==> src/rtl/apb_slave_regbank.sv <==
// apb_slave_regbank: APB3/APB4 slave register bank.
// NUM_REGS registers of DATA_WIDTH bits. Optional wait states (WAIT_CYCLES),
// read-only registers (RO_MASK) that return hw_status, error responses for
// out-of-range, misaligned and read-only writes, and protocol-abort detection.
// Optional macro APB_WSTRB_EN adds the PSTRB byte-lane write strobe port.
//
// state   | meaning
// --------+--------------------------------------------------------------
// ST_IDLE | waiting for a setup phase (sel=1, enable=0)
// ST_WAIT | access phase, inserting wait states, cnt counts down to 1
// ST_RESP | ready, slave_error and rdata valid; write commits at exit
module apb_slave_regbank #(
  parameter int                ADDR_WIDTH  = 16,
  parameter int                DATA_WIDTH  = 32,
  parameter int                NUM_REGS    = 8,
  parameter int                WAIT_CYCLES = 0,
  parameter logic [NUM_REGS-1:0] RO_MASK   = '0
) (
  input  logic                           clk,
  input  logic                           rst_n,
  input  logic                           sel,
  input  logic                           enable,
  input  logic                           write,
  input  logic [ADDR_WIDTH-1:0]          addr,
  input  logic [DATA_WIDTH-1:0]          wdata,
`ifdef APB_WSTRB_EN
  input  logic [DATA_WIDTH/8-1:0]        strb,
`endif
  output logic [DATA_WIDTH-1:0]          rdata,
  output logic                           ready,
  output logic                           slave_error,
  output logic                           other_error,
  input  logic [NUM_REGS*DATA_WIDTH-1:0] hw_status,
  output logic [NUM_REGS*DATA_WIDTH-1:0] reg_out
);

  localparam int NB  = DATA_WIDTH / 8;
  localparam int LSB = $clog2(NB);

  typedef enum logic [1:0] {
    ST_IDLE = 2'd0,
    ST_WAIT = 2'd1,
    ST_RESP = 2'd2
  } state_t;

  state_t state_q, state_d;
  logic [3:0] cnt_q, cnt_d;

  logic [ADDR_WIDTH-1:0] addr_q;
  logic                  write_q;
  logic [DATA_WIDTH-1:0] wdata_q;
  logic [NB-1:0]         strb_q;

  logic [DATA_WIDTH-1:0] regs [NUM_REGS];

  logic latch_en;
  logic go_resp;
  logic abort;
  logic commit;

  logic [ADDR_WIDTH-1:0] cur_addr;
  logic                  cur_write;
  logic [ADDR_WIDTH-1:0] cur_idx;
  logic [ADDR_WIDTH-1:0] wr_idx;
  logic                  hit;
  logic                  ro_hit;
  logic                  misaligned;
  logic                  err_c;
  logic [DATA_WIDTH-1:0] rd_c;

  // State register and wait-state down-counter.
  always_ff @(posedge clk or negedge rst_n) begin
    if (!rst_n) begin
      state_q <= ST_IDLE;
      cnt_q   <= '0;
    end else begin
      state_q <= state_d;
      cnt_q   <= cnt_d;
    end
  end

  // Next-state logic; any loss of sel/enable after setup is an abort.
  always_comb begin
    state_d  = state_q;
    cnt_d    = cnt_q;
    latch_en = 1'b0;
    go_resp  = 1'b0;
    abort    = 1'b0;
    commit   = 1'b0;
    case (state_q)
      ST_IDLE: begin
        if (sel && !enable) begin
          latch_en = 1'b1;
          if (WAIT_CYCLES == 0) begin
            state_d = ST_RESP;
            go_resp = 1'b1;
          end else begin
            cnt_d   = 4'(WAIT_CYCLES);
            state_d = ST_WAIT;
          end
        end else if (sel && enable) begin
          abort = 1'b1;
        end
      end
      ST_WAIT: begin
        if (!(sel && enable)) begin
          abort   = 1'b1;
          state_d = ST_IDLE;
        end else if (cnt_q == 4'd1) begin
          go_resp = 1'b1;
          state_d = ST_RESP;
        end else begin
          cnt_d = cnt_q - 4'd1;
        end
      end
      ST_RESP: begin
        state_d = ST_IDLE;
        if (sel && enable) begin
          commit = write_q && !slave_error;
        end else begin
          abort = 1'b1;
        end
      end
      default: state_d = ST_IDLE;
    endcase
  end

  // With no wait states the response is decided on the same edge that
  // latches the setup phase, so decode from the live bus in IDLE.
  always_comb begin
    cur_addr  = (state_q == ST_IDLE) ? addr  : addr_q;
    cur_write = (state_q == ST_IDLE) ? write : write_q;
  end

`ifdef APB_WSTRB_EN
  logic [NB-1:0] cur_strb;
  always_comb cur_strb = (state_q == ST_IDLE) ? strb : strb_q;
`endif

  // Address decode, error classification and read mux for the response.
  always_comb begin
    cur_idx    = cur_addr >> LSB;
    misaligned = (cur_addr & ADDR_WIDTH'(NB - 1)) != '0;
    hit        = 1'b0;
    ro_hit     = 1'b0;
    rd_c       = '0;
    for (int i = 0; i < NUM_REGS; i++) begin
      if (cur_idx == ADDR_WIDTH'(i)) begin
        hit    = 1'b1;
        ro_hit = RO_MASK[i];
        rd_c   = RO_MASK[i] ? hw_status[i*DATA_WIDTH +: DATA_WIDTH] : regs[i];
      end
    end
    err_c = !hit || misaligned || (cur_write && ro_hit);
`ifdef APB_WSTRB_EN
    err_c = err_c || (!cur_write && (cur_strb != '0));
`endif
  end

  // Transfer capture at the setup edge.
  always_ff @(posedge clk or negedge rst_n) begin
    if (!rst_n) begin
      addr_q  <= '0;
      write_q <= 1'b0;
      wdata_q <= '0;
      strb_q  <= '0;
    end else if (latch_en) begin
      addr_q  <= addr;
      write_q <= write;
      wdata_q <= wdata;
`ifdef APB_WSTRB_EN
      strb_q  <= strb;
`else
      strb_q  <= '1;
`endif
    end
  end

  // Registered response outputs; valid only during the RESP cycle.
  always_ff @(posedge clk or negedge rst_n) begin
    if (!rst_n) begin
      ready       <= 1'b0;
      slave_error <= 1'b0;
      rdata       <= '0;
      other_error <= 1'b0;
    end else begin
      ready       <= go_resp;
      slave_error <= go_resp && err_c;
      rdata       <= (go_resp && !err_c && !cur_write) ? rd_c : '0;
      other_error <= abort;
    end
  end

  always_comb wr_idx = addr_q >> LSB;

  // Register file; writes land byte-lane by byte-lane at the end of RESP.
  always_ff @(posedge clk or negedge rst_n) begin
    if (!rst_n) begin
      for (int i = 0; i < NUM_REGS; i++) begin
        regs[i] <= '0;
      end
    end else if (commit) begin
      for (int i = 0; i < NUM_REGS; i++) begin
        if (wr_idx == ADDR_WIDTH'(i) && !RO_MASK[i]) begin
          for (int b = 0; b < NB; b++) begin
            if (strb_q[b]) begin
              regs[i][b*8 +: 8] <= wdata_q[b*8 +: 8];
            end
          end
        end
      end
    end
  end

  // Read-only slots are never written, but force them to zero explicitly.
  always_comb begin
    reg_out = '0;
    for (int i = 0; i < NUM_REGS; i++) begin
      reg_out[i*DATA_WIDTH +: DATA_WIDTH] = RO_MASK[i] ? '0 : regs[i];
    end
  end

endmodule

==> config.mk <==
export PLATFORM = sky130hd
export DESIGN_NAME = apb_slave_regbank
export DESIGN_NICKNAME = d
export VERILOG_FILES = /design/src/rtl/apb_slave_regbank.sv
export SDC_FILE = /design/constraint.sdc
export NUM_CORES = 1
export LEC_CHECK = 0
export CAP_MARGIN = 10
export CORE_AREA = 2 2 234 236
export DETAILED_ROUTE_END_ITERATION = 6
export DIE_AREA = 0 0 236 238
export GPL_TIMING_DRIVEN = 0
export PLACE_DENSITY_LB_ADDON = 0.25
export SLEW_MARGIN = 10
export SYNTH_ARGS = -nofsm -noshare
export SYNTH_HDL_FRONTEND = slang
export SYNTH_SLANG_ARGS = --single-unit
==> constraint.sdc <==
create_clock -name clk -period 2.8 [get_ports clk]
set_input_delay 0.42 -clock clk [delete_from_list [all_inputs] [get_ports clk]]
set_output_delay 0.42 -clock clk [all_outputs]
set_load 0.01 [all_outputs]
==> summary.txt <==
Run status
  • Status: finished, final reports clean

Synthesis
  • Synthesized area: ~15,000 µm²
  • Sequential share of the synthesized area: 58.5%
  • Netlist cell types: 42
  • Mapped Cells: 988
  • Synth top area share: about three fifths
  • Synthesized area per cell: 14.8 µm²
  • Number of synthesized flops with an enable pin: 0
  • Leading area contributor after synthesis: dfrtp_1
  • Largest cells by area after synthesis: dfrtp_1, mux2_2, mux2_1, mux4_2, buf_4
  • Yosys warning count: 0
  • Mapped Nets: 1,297
  • Dominant synthesized flop cell: dfrtp_1
  • Flops & latches, synth: 342
  • Synth async-reset ratio: 100%

Detailed routing
  • Drt via density: 4.98
  • Final WL: 60.7 mm
  • Routed wl met2: approximately 26 mm
  • Metal-1 WL: 26.3 mm
  • Starting DRT DRC Count: around 600
  • Routed vias: between 10,000 and 15,000
  • 1st-pass router iterations: 5
  • DRC violations left: 0
  • Post-route ant nets: 0
  • Top sig layer: met5
  • WL met3: ~7.1 mm
  • WL per Instance: 28.8 µm

Timing
  • Final worst clock skew: roughly 0.021 ns
  • Worst slew pin tran: 1.10 ns
  • Fmax achieved: around 360 MHz
  • Final Slew Violations: 0
  • Worst slew margin: 26.5%
  • Min Hold Slack: 0.400 ns
  • Tcrit/Tclk final: approximately 99%
  • RSZ-0062 raised after global routing: true
  • # setup viols final: 0
  • Final Hold Vio Count: 0
  • Setup ws final: 0.0263 ns
  • Post-layout min period: 2.77 ns

Clocking
  • Clk slew on worst S/H paths: around 0.06 ns
  • Number of H-tree levels: 2
  • Clock Latency Late Sink: 0.57 ns
  • Clock tree sinks: 342
  • CTS Buffer Depth: 3
  • Root Buffer Master: clkbuf_16
  • TritonCTS clock tree: yes
  • CTS buffer count: between 40 and 50

Setup path
  • Arr. time, crit path: 3.20 ns
  • Crit path kind: flop to flop
  • Reg2reg path depth: 6
  • R2r setup slk: 0.03 ns
  • Worst Path Required: approximately 3.2 ns
  • CP endpoint kind: flop
  • CP Launch Type: flop
  • CP Cell Sequence: nor4_1 -> nand3b_1 -> or4_4 -> nor2_2 -> buf_4 -> mux2_2
  • Slowest CP cell: or4_4
  • Worst R2R Start: addr_q[7]$_DFFE_PN0P_
  • Reg2reg end: reg_out[235]$_DFFE_PN0P_
  • Largest stage delay, worst path: 0.62 ns
  • CP Max Fanout: 10

Pwr
  • PD cells: around 560 nW/µm²
  • Comb pwr share: 7.7%
  • Clk pwr share: 46.0%
  • Sw Ratio: 25.7%
  • Flop pwr share: 46.4%
  • Total power: 11.5 mW
  • Switching Power: 2.95 mW
  • Power Internal: 8.54 mW
  • VDD IR-drop max: 389 µV
  • Pleak: 9.37 nW

Die
  • Core area: 53,500 µm²
  • Full die area: approximately 56,000 µm²
  • I/O pin count: 600
  • Initial Utilization: between 20% and 30%
  • Die Width: 236 µm
  • Row cnt: 85
  • Die Ht: between 200 and 250 µm

Finish
  • Nets@finish: 1,692
  • Area growth syn-to-layout: 40.3%
  • Commonest non-fill, non-tap cells in the layout: dfrtp_1, clkdlybuf4s50_1, mux2_2
  • Share of cells above drive strength 1: 30.6%

Global routing
  • Number of antenna violations at the first check in global routing: 3
  • Vias in the first global route: 11,200
  • Pin count of the biggest net entering global routing: slightly above 100
  • First-pass GRT wire length: 85.3 mm
  • Grt total ovfl: 0
  • Total Routing Usage GR: between 20% and 30%

Placement
  • Port Buf Inserts: 343
  • Dpl ws: -1.14 ns
  • Final HPWL DP: roughly 42 mm
  • GPL Wtd Cong: 0.768

Job
  • Max Cap Viol: 0

Worst hold path
  • Worst min path class: input port to async pin
[critical path, delay by kind of cell (launching register included)]
family                 cells  cell delay, ns
flip-flops                 1            0.38
multiplexers               1            0.37
AND/OR/NAND/NOR            4            1.52
buffers and inverters      1            0.37
[routing by layer]
metal,track usage (%),vias up
li1,-,4499
met4,5.21,4
met5,0,-
met2,32.1,461
met1,27.9,5460
met3,10.3,71
[sequential cells by signal (all words and copies together), names as in the netlist]
signal       cells
addr_q          16
other_error      1
slave_error      1
reg_out        256
wdata_q         32
state_q          1
write_q          1
rdata           32
ready            1
strb_q           1
[Yosys cell counts, types with 2 or more instances]
master / instances
o22ai_1: 19
o21a_1: 12
buf_1: 6
nor4_1: 4
inv_1: 2
nor3_4: 2
nor2_1: 7
nor3_1: 6
nand4_1: 2
a221oi_1: 12
buf_2: 14
or4_4: 2
nand2_1: 39
mux4_2: 19
nor2_2: 6
mux2i_1: 16
buf_4: 23
o21ai_0: 31
nand2b_1: 2
a21boi_1: 2
mux2_1: 71
mux2_2: 254
o221a_2: 12
a221o_1: 2
nand3b_1: 2
clkbuf_1: 22
o2bb2ai_1: 12
and3_1: 12
a21oi_1: 4
o211a_1: 17
dfrtp_1: 342
nand3_1: 2
[what timing repair did]
action                     in CTS  in global routing
hold endpoints to repair       55                  0
pin swaps                       2                  2
resized for setup              36                 17
gates cloned                    0                  0
buffers inserted                4                  2
hold buffers                    1                  0
setup endpoints to repair     144                221
[kinds of logic after synthesis]
group,after synthesis,share of synthesized area [%]
muxes,361,29.1
DFF,342,58.5
AOI/OAI and AO/OA,127,6.64
and+or+nand+nor,90,3.27
buffers and inverters,67,2.43
xor gates and xnor gates,1,0.0599
[power by group through the flow]
stage / logic (mW) / clock network [mW] / registers, mW
2_1_floorplan: 0.405 / 0 / 5.30
3_3_place_gp: 0.853 / 0 / 5.40
3_5_place_dp: 0.881 / 0 / 5.40
4_1_cts: 0.898 / 5.42 / 5.31
5_1_grt: 0.942 / 5.67 / 5.35
6_report: 0.881 / 5.28 / 5.33
[final cells by class]
type / instances / area (µm²)
Antenna cell: 1 / 2.50
Buffer: 63 / 408
Clock buffer: 63 / 1240
Clock inverter: 9 / 83.8
Fill cell: 5170 / 33000
Inverter: 2 / 7.51
Multi-Input combinational cell: 579 / 5770
Sequential cell: 342 / 8560
Tap cell: 696 / 871
Timing Repair Buffer: 354 / 3600
[metrics by stage]
step	util [%]	std cells	TNS [ns]	area [µm²]
global route	38.4	2108	-0.951	20500
finish	38.4	2109	0	20500
floorplan	-	988	0	14600
global placement	35.4	2027	-4984.87	18900
CTS	38.3	2107	-0.00879	20500
detailed placement	35.6	2031	-57.54	19000
[worst max-delay path by stage]
| stage | start | endpoint | slack [ns] | cells past startpoint |
|---|---|---|---|---|
| floorplan | addr_q[7]$_DFFE_PN0P_ | reg_out[175]$_DFFE_PN0P_ | 0.59 | 6 |
| global placement | rst_n | reg_out[68]$_DFFE_PN0P_ | -14.34 | 1 |
| detailed placement | addr[7] | rdata[4]$_DFF_PN0_ | -1.14 | 7 |
| CTS | addr_q[3]$_DFFE_PN0P_ | rdata[17]$_DFF_PN0_ | -0.009 | 7 |
| global route | addr_q[7]$_DFFE_PN0P_ | reg_out[4]$_DFFE_PN0P_ | -0.03 | 7 |
| finish | addr_q[7]$_DFFE_PN0P_ | reg_out[235]$_DFFE_PN0P_ | 0.03 | 6 |
Power figures use the tool's default switching activity.
